--- config.mk ---
export PLATFORM = sky130hd
export DESIGN_NAME = rsa_word_sequencer
export DESIGN_NICKNAME = d
export VERILOG_FILES = /design/src/rtl/rsa_word_sequencer.sv
export SDC_FILE = /design/constraint.sdc
export NUM_CORES = 1
export LEC_CHECK = 0
export CORE_MARGIN = 3
export CORE_UTILIZATION = 45
export CTS_CLUSTER_SIZE = 30
export DETAILED_ROUTE_END_ITERATION = 10
export HOLD_SLACK_MARGIN = 0.05
export PLACE_DENSITY = 0.78
export SLEW_MARGIN = 20
export SYNTH_ARGS = -nofsm -noshare
export SYNTH_HDL_FRONTEND = slang
export SYNTH_SLANG_ARGS = --single-unit
--- constraint.sdc ---
create_clock -name clk_in -period 3.15 [get_ports clk_in]
set_input_delay 0.63 -clock clk_in [delete_from_list [all_inputs] [get_ports clk_in]]
set_output_delay 0.63 -clock clk_in [all_outputs]
set_load 0.01 [all_outputs]
--- src/rtl/rsa_word_sequencer.sv ---
// Feeds message words one at a time into the exponent_modulus core, with range and timeout errors.
// Optional RSASEQ_DECRYPT_EN adds mode_in/exp_d_in to pick the private exponent per word.
module rsa_word_sequencer #(
  parameter int WIDTH   = 16,
  parameter int TIMEOUT = 65535
) (
  input  logic             clk_in,
  input  logic             rst_in,
  input  logic [WIDTH-1:0] in_data_in,
  input  logic             in_valid_in,
  output logic             in_ready_out,
  input  logic [WIDTH-1:0] modulus_in,
  input  logic [WIDTH-1:0] exp_e_in,
`ifdef RSASEQ_DECRYPT_EN
  input  logic             mode_in,
  input  logic [WIDTH-1:0] exp_d_in,
`endif
  output logic             core_ready_out,
  output logic [WIDTH-1:0] core_value_out,
  output logic [WIDTH-1:0] core_modulus_out,
  output logic [WIDTH-1:0] core_exponent_out,
  input  logic [WIDTH-1:0] core_result_in,
  input  logic             core_busy_in,
  input  logic             core_valid_in,
  output logic [WIDTH-1:0] out_data_out,
  output logic             out_err_out,
  output logic             out_valid_out,
  input  logic             out_ready_in
);

  localparam logic [1:0] IDLE  = 2'd0;
  localparam logic [1:0] ISSUE = 2'd1;
  localparam logic [1:0] WAIT  = 2'd2;
  localparam logic [1:0] HOLD  = 2'd3;

  localparam int CW = $clog2(TIMEOUT + 1);
  localparam logic [CW-1:0] LAST = CW'(TIMEOUT - 1);

  logic [1:0]       state;
  logic [CW-1:0]    cnt;
  logic [WIDTH-1:0] exp_sel;
  logic             accept;
  logic             bad;

`ifdef RSASEQ_DECRYPT_EN
  assign exp_sel = mode_in ? exp_d_in : exp_e_in;
`else
  assign exp_sel = exp_e_in;
`endif

  // The core is never started on a word it cannot legally reduce.
  assign bad = (in_data_in >= modulus_in) ||
               (modulus_in < WIDTH'(2));

  assign in_ready_out   = !rst_in && (state == IDLE) &&
                          !core_busy_in;
  assign accept         = in_valid_in && in_ready_out;
  assign core_ready_out = (state == ISSUE);
  assign out_valid_out  = (state == HOLD);

  always_ff @(posedge clk_in) begin
    if (rst_in) begin
      state             <= IDLE;
      cnt               <= '0;
      core_value_out    <= '0;
      core_modulus_out  <= '0;
      core_exponent_out <= '0;
      out_data_out      <= '0;
      out_err_out       <= 1'b0;
    end else begin
      case (state)
        IDLE: begin
          if (accept) begin
            core_value_out    <= in_data_in;
            core_modulus_out  <= modulus_in;
            core_exponent_out <= exp_sel;
            if (bad) begin
              out_data_out <= '0;
              out_err_out  <= 1'b1;
              state        <= HOLD;
            end else begin
              state <= ISSUE;
            end
          end
        end
        ISSUE: begin
          cnt   <= '0;
          state <= WAIT;
        end
        WAIT: begin
          cnt <= cnt + CW'(1);
          // A result arriving on the final cycle still counts.
          if (core_valid_in) begin
            out_data_out <= core_result_in;
            out_err_out  <= 1'b0;
            state        <= HOLD;
          end else if (cnt == LAST) begin
            out_data_out <= '0;
            out_err_out  <= 1'b1;
            state        <= HOLD;
          end
        end
        HOLD: begin
          if (out_ready_in) state <= IDLE;
        end
        default: state <= IDLE;
      endcase
    end
  end

endmodule

==> out/metrics.csv, run 1 <==
metric;value;unit
top-level I/O count;138;
commonest cells after routing, fill and taps aside;136 x clkdlybuf4s50_1, 83 x dfxtp_1, 63 x nand2_1;
DRT Pass-1 Iters;5;
Mapped Nets;527;
Final Hold Fails;0;
Period minus WS final;2753;ps
maximum capacitance violations;0;
Comb power frac;0.314;
DPL Wire Length;7.504;mm
Synth area leaders;dfxtp_1 44%, nand2b_1 8.6%, ha_1 7.3%, o21ai_0 6.9%, nand2_1 6.3%;
DRC;0;
area share of and/or/nand/nor cells after synthesis;0.2498;
slew margin rel.;0.5166;
cts hold-fix bufs;0;
Synth Register Bits;83;
switching fraction of total power;0.2995;
total track usage;0.2111;
routed vias/inst;5.105;
leakage;2.096;nW
CP max stage cell;clkdlybuf4s50_1;
Data arrival, critical path;2120;ps
Clock Power Share;0.285;
GRT overflow;0;
Num CTS Buffers;9;
largest family of logic cells by synthesized area;simple AND/OR/NAND/NOR gates;
RD Place Congestion;0.8953;
library cells used by synthesis;38;
critical path's top delay family;buffers and inverters;
crit-path max cell delay;610;ps
fin nets;658;
Area Overhead vs Synth;45.28;%
register area share after synthesis;0.4399;
Core Region;7928;um2
Critical Path Sink Type;primary output;
commonest non-fill, non-tap cell in the layout;clkdlybuf4s50_1;
initial antenna violation count;0;
Clock Root Buffer;clkbuf_8;
Slew @ Worst Pin;713.8;ps
switching pwr;0.9066;mW
CTS H-Tree Depth;3;
CP Max Fanout;7;
Rows;32;
worst hold path class;flip-flop to flip-flop;
layout cells sized above 1;0.04729;
mux cell area share after synthesis;0.04240;
Vert. Die Dim;97.62;um
sequential share of power;0.400;
final wirelength;10.03;mm
die area;9530;um2
CP Launch Type;flip-flop;
starting density of the core;0.4765;
Synth Area per Inst;8.684;um2
CP bufs+invs;2;
Post-CTS Setup Repair Bufs;0;
# clock sinks;83;
WP data required;2520;ps
clk_skew;7.962;ps
1st-iter DRT viols;115;
pin count of the biggest net entering global routing;72;
fin crit share;0.8739;
clk buf depth;2;
CP Class;flip-flop to primary output;
CTS tree;done;
final max-slew violation count;0;
PD cells;551.5;nW/um2
vias in the first global route;3404;
Worst VDD drop;0.3142;mV
status;finished clean;
ant diodes;0;
FFs w/ async S/R, synth;0;
Ys Warns;0;
EDFF count, synth;0;
Post-Synthesis Cells;435;
final antenna-violating net count;0;
setup_tns;0;ps
post-layout util;0.6922;
routed via count;3436;
fmax;363.3;MHz
Post-Syn Area;3777;um2
complex-gate fraction of the synthesized area;0.1209;
post-synthesis xor/xnor area fraction;0.02551;
Setup violations, final;0;
Worst-path clk slew;90;ps
Clk Latency, worst-skew pair;360;ps
Primary FF master, synth;dfxtp_1;
first-pass GRT wire length;16.53;mm
Synth Area in Adders;0.07287;
Port Buffers;137;
area share of the largest cell type after synthesis;0.4399;
Routed WL per cell;14.90;um
RSZ-0062 raised after global routing;no;
Synth area leader;dfxtp_1;
Die X;97.62;um
post-CTS resize count;0;
Cell Chain, Critical Path;inv_1, ha_1, nor3b_1, clkdlybuf4s50_1;
cell-internal power;2.120;mW
[path summary, 6_finish.rpt]
kind | startpoint | end | slack (ps) | cells after the start
worst max-delay path | state[0]$_SDFFE_PP0P_ | in_ready_out | 400 | 4
worst min-delay path | core_value_out[7]$_SDFFE_PP0P_ | core_value_out[7]$_SDFFE_PP0P_ | 480 | 2
worst max register to register | state[0]$_SDFFE_PP0P_ | core_exponent_out[14]$_SDFFE_PP0P_ | 960 | 6
worst min register to register | core_value_out[7]$_SDFFE_PP0P_ | core_value_out[7]$_SDFFE_PP0P_ | 480 | 2
[synth_stat cells (all sizes together), types with 3 or more instances]
| master | instances |
|---|---|
| nor4 | 5 |
| nand2 | 64 |
| dfxtp | 83 |
| o21ai | 52 |
| clkbuf | 21 |
| inv | 24 |
| xor2 | 8 |
| mux2i | 16 |
| nand2b | 52 |
| nand4 | 5 |
| or3 | 4 |
| nand3b | 17 |
| a21oi | 11 |
| a211oi | 3 |
| ha | 22 |
| o311ai | 3 |
| xnor2 | 3 |
| nand3 | 6 |
| nor2 | 18 |
[layer usage]
metal | track usage | vias up | share of wire
met5 | 0 | - | 0
met4 | 0.07774 | 0 | 0.024
met3 | 0.06030 | 19 | 0.066
met2 | 0.3564 | 125 | 0.49
met1 | 0.2545 | 1568 | 0.42
li1 | - | 1724 | -
[power groups by stage]
stage,Sequential (mW),Clock [mW],Combinational [mW]
2_1_floorplan,1.27,0,0.470
3_3_place_gp,1.23,0,0.937
3_5_place_dp,1.24,0,0.956
4_1_cts,1.21,0.883,0.960
5_1_grt,1.22,0.933,1.03
6_report,1.21,0.864,0.951
[worst register-to-register path, stage by stage (launching register included)]
cell,delay [ps]
dfxtp_1,360
inv_1,100
ha_1,350
nor3b_1,330
and2_2,560
buf_12,240
o21ai_0,110
[kinds of logic after synthesis]
kind of cell	after synthesis
flip-flops	83
XOR/XNOR	11
AND/OR/NAND/NOR	180
AO/OA/AOI/OAI	76
adder cells (fa/ha/maj)	22
buffers and inverters	47
multiplexers	16
[metrics by stage]
stage	setup slack, ps	instances	cell area [um2]	hold slack, ps	power, mW
2_1_floorplan	709.2	435	3777	458.4	1.737
3_3_place_gp	164.0	657	5261	457.0	2.166
3_5_place_dp	54.76	657	5261	465.6	2.191
4_1_cts	377.2	673	5488	479.2	3.055
5_1_grt	201.8	673	5488	498.3	3.190
6_report	397.3	673	5488	475.8	3.027
[layout make-up]
type	count	area, um2
Timing Repair Buffer	143	1449
Tap cell	102	127.6
Multi-Input combinational cell	305	1933
Fill cell	669	2440
Clock inverter	5	85.08
Inverter	24	90.09
Sequential cell	83	1662
Clock buffer	11	141.4
[state kept, by name, indices dropped and copies added (netlist names)]
signal / cells
cnt: 16
core_exponent_out: 16
core_modulus_out: 16
core_value_out: 16
out_data_out: 16
out_err_out: 1
state: 2
(Power assumes the default switching activity.)
==> inputs of run 2 (changes only) <==
--- a/config.mk
+++ b/config.mk
@@ -9,6 +9,7 @@
 export CORE_UTILIZATION = 45
 export CTS_CLUSTER_SIZE = 30
 export DETAILED_ROUTE_END_ITERATION = 10
+export GPL_TIMING_DRIVEN = 0
 export HOLD_SLACK_MARGIN = 0.05
 export PLACE_DENSITY = 0.78
 export SLEW_MARGIN = 20
==> out/metrics.csv, run 2 (synthesized netlist as in run 1, its figures left out) <==
metric;value;unit;change
final max-slew violation count;0;;unchanged
PD cells;546.6;nW/um2;was 551.5 nW/um2
commonest non-fill, non-tap cell in the layout;clkdlybuf4s50_1;;unchanged
Area Overhead vs Synth;45.64;%;was 45.28%
routed vias/inst;5.052;;was 5.105
layout cells sized above 1;0.03578;;was 0.04729
pin count of the biggest net entering global routing;15;;was 72
CP bufs+invs;3;;was 2
CP Max Fanout;10;;was 7
final wirelength;10.10;mm;was 10.03 mm
Clk Latency, worst-skew pair;360;ps;about the same
clk buf depth;2;;unchanged
Setup violations, final;0;;unchanged
Non-Filler Instances;689;;was 673
setup_tns;0;ps;unchanged
switching pwr;0.9121;mW;was 0.9066 mW
ant diodes;0;;unchanged
sequential share of power;0.403;;was 0.400
slew margin rel.;0.5404;;was 0.5166
1st-iter DRT viols;140;;was 115
starting density of the core;0.4765;;unchanged
Rows;32;;unchanged
R2R setup slack;750;ps;was 960 ps
Cell Chain, Critical Path;clkdlybuf4s50_1, inv_1, ha_1, nand2_1, nor4_1, o311ai_0, o311ai_1, o2111ai_4, buf_6, mux2i_1;;was inv_1, ha_1, nor3b_1, clkdlybuf4s50_1
met1 WL;4.489;mm;was 4.223 mm
RD Place Congestion;0.8659;;was 0.8953
Clock Root Buffer;clkbuf_8;;unchanged
Data arrival, critical path;3230;ps;was 2120 ps
GRT overflow;0;;unchanged
Vert. Die Dim;97.62;um;unchanged
post-layout util;0.6940;;was 0.6922
fin nets;674;;was 658
routed via count;3481;;was 3,436
Slew @ Worst Pin;678.7;ps;was 713.8 ps
met3 wire len;634;um;was 657 um
final antenna-violating net count;0;;unchanged
CP Class;input port to flip-flop;;was flip-flop to primary output
CTS H-Tree Depth;3;;unchanged
worst hold stages;2;;unchanged
metal2 WL;4.790;mm;was 4.909 mm
Clock Power Share;0.297;;was 0.285
Final Hold Fails;0;;unchanged
DPL Wire Length;7.836;mm;was 7.504 mm
cell-internal power;2.095;mW;was 2.120 mW
fin crit share;0.9509;;was 0.8739
Worst VDD drop;0.2804;mV;was 0.3142 mV
RSZ-0062 raised after global routing;no;;unchanged
first-pass GRT wire length;16.69;mm;was 16.53 mm
Hold Path Sink;core_value_out[7]$_SDFFE_PP0P_;;unchanged
switching fraction of total power;0.3033;;was 0.2995
Worst-path clk slew;80;ps;was 90 ps
Inst Count DP;673;;was 657
critical path's top delay family;buffers and inverters;;unchanged
DRT Pass-1 Iters;5;;unchanged
reg2reg start;state[0]$_SDFFE_PP0P_;;unchanged
commonest cells after routing, fill and taps aside;136 x clkdlybuf4s50_1, 83 x dfxtp_1, 63 x nand2_1;;unchanged
Die X;97.62;um;unchanged
clk_skew;13.32;ps;was 7.962 ps
Comb power frac;0.300;;was 0.314
vias in the first global route;3487;;was 3,404
top-level I/O count;138;;unchanged
Post-CTS Setup Repair Bufs;0;;unchanged
Period minus WS final;2995;ps;was 2753 ps
Final Power;3.007;mW;was 3.027 mW
# clock sinks;83;;unchanged
status;finished clean;;unchanged
path depth of the worst reg2reg path;8;;was 6
crit-path max cell delay;490;ps;was 610 ps
die area;9530;um2;unchanged
initial antenna violation count;0;;unchanged
Port Buffers;136;;was 137
cts hold-fix bufs;0;;unchanged
DRC;0;;unchanged
fmax;333.8;MHz;was 363.3 MHz
top sig layer;met4;;unchanged
worst hold path class;flip-flop to flip-flop;;unchanged
reg2reg end;out_data_out[10]$_SDFFE_PP0P_;;was core_exponent_out[14]$_SDFFE_PP0P_
Final Hold Slack;477.6;ps;was 475.8 ps
leakage;2.082;nW;was 2.096 nW
Critical Path Sink Type;flip-flop;;was primary output
CTS tree;done;;unchanged
CP Launch Type;input port;;was flip-flop
post-CTS resize count;0;;unchanged
CP max stage cell;clkdlybuf4s50_1;;unchanged
total track usage;0.2136;;was 0.2111
Hold Crit Start;core_value_out[7]$_SDFFE_PP0P_;;unchanged
maximum capacitance violations;0;;unchanged
Routed WL per cell;14.66;um;was 14.90 um
Core Region;7928;um2;unchanged
Fillers;644;;was 669
WP data required;3390;ps;was 2520 ps
Num CTS Buffers;9;;unchanged
==> run 2: cell count changes in the layout (fill, tap and decap cells not counted), sizes merged <==
cell | before | now
clkinvlp | 1 | 2
clkinv | 1 | 0
clkbuf | 11 | 32
buf | 7 | 2
==> run 2: how the worst max path moves through the flow <==
stage | start | end | slack, ps | cells past startpoint
finish | modulus_in[15] | out_data_out[10]$_SDFFE_PP0P_ | 150 | 10
global route | modulus_in[1] | out_data_out[6]$_SDFFE_PP0P_ | 50 | 10
CTS | modulus_in[1] | out_data_out[10]$_SDFFE_PP0P_ | 220 | 10
detailed placement | modulus_in[15] | out_data_out[15]$_SDFFE_PP0P_ | -150 | 10
global placement | modulus_in[15] | out_data_out[10]$_SDFFE_PP0P_ | -70 | 10
floorplan | modulus_in[1] | out_data_out[10]$_SDFFE_PP0P_ | 710 | 9
==> run 2: power groups by stage <==
stage	sequential (mW)	clock, mW	combinational [mW]
after floorplan	1.27	0	0.470
after global placement	1.23	0	0.892
after detailed placement	1.24	0	0.905
after CTS	1.21	0.911	0.910
after global routing	1.23	0.952	0.984
final	1.21	0.894	0.901
==> run 2: worst min-delay path, delay by kind of cell, from the launching register on <==
family,cells,cell delay [ps]
simple gates,1,60
flops,1,320
compound gates,1,60
==> run 2: cell type report <==
type / count / area [um2] / share of cell area
buffer: 23 / 93.84 / 0.01706
clock buffer: 11 / 151.4 / 0.02752
clock inverter: 5 / 83.83 / 0.01524
inverter: 24 / 90.09 / 0.01637
multi-input combinational: 305 / 1932 / 0.3511
sequential: 83 / 1662 / 0.3020
tap: 102 / 127.6 / 0.02320
timing repair buffer: 136 / 1361 / 0.2474
==> run 2: metal layers <==
layer,track usage,vias to the layer above
met5,0,-
met4,0.08626,0
met3,0.04594,12
met2,0.3542,118
met1,0.2692,1597
li1,-,1754
==> run 2: stage by stage <==
| stage | setup WS (ps) | area (um2) |
|---|---|---|
| 3_3_place_gp | -70.19 | 5266 |
| 2_1_floorplan | 709.2 | 3777 |
| 4_1_cts | 223.9 | 5502 |
| 3_5_place_dp | -147.0 | 5266 |
| 6_report | 154.6 | 5502 |
| 5_1_grt | 51.04 | 5502 |
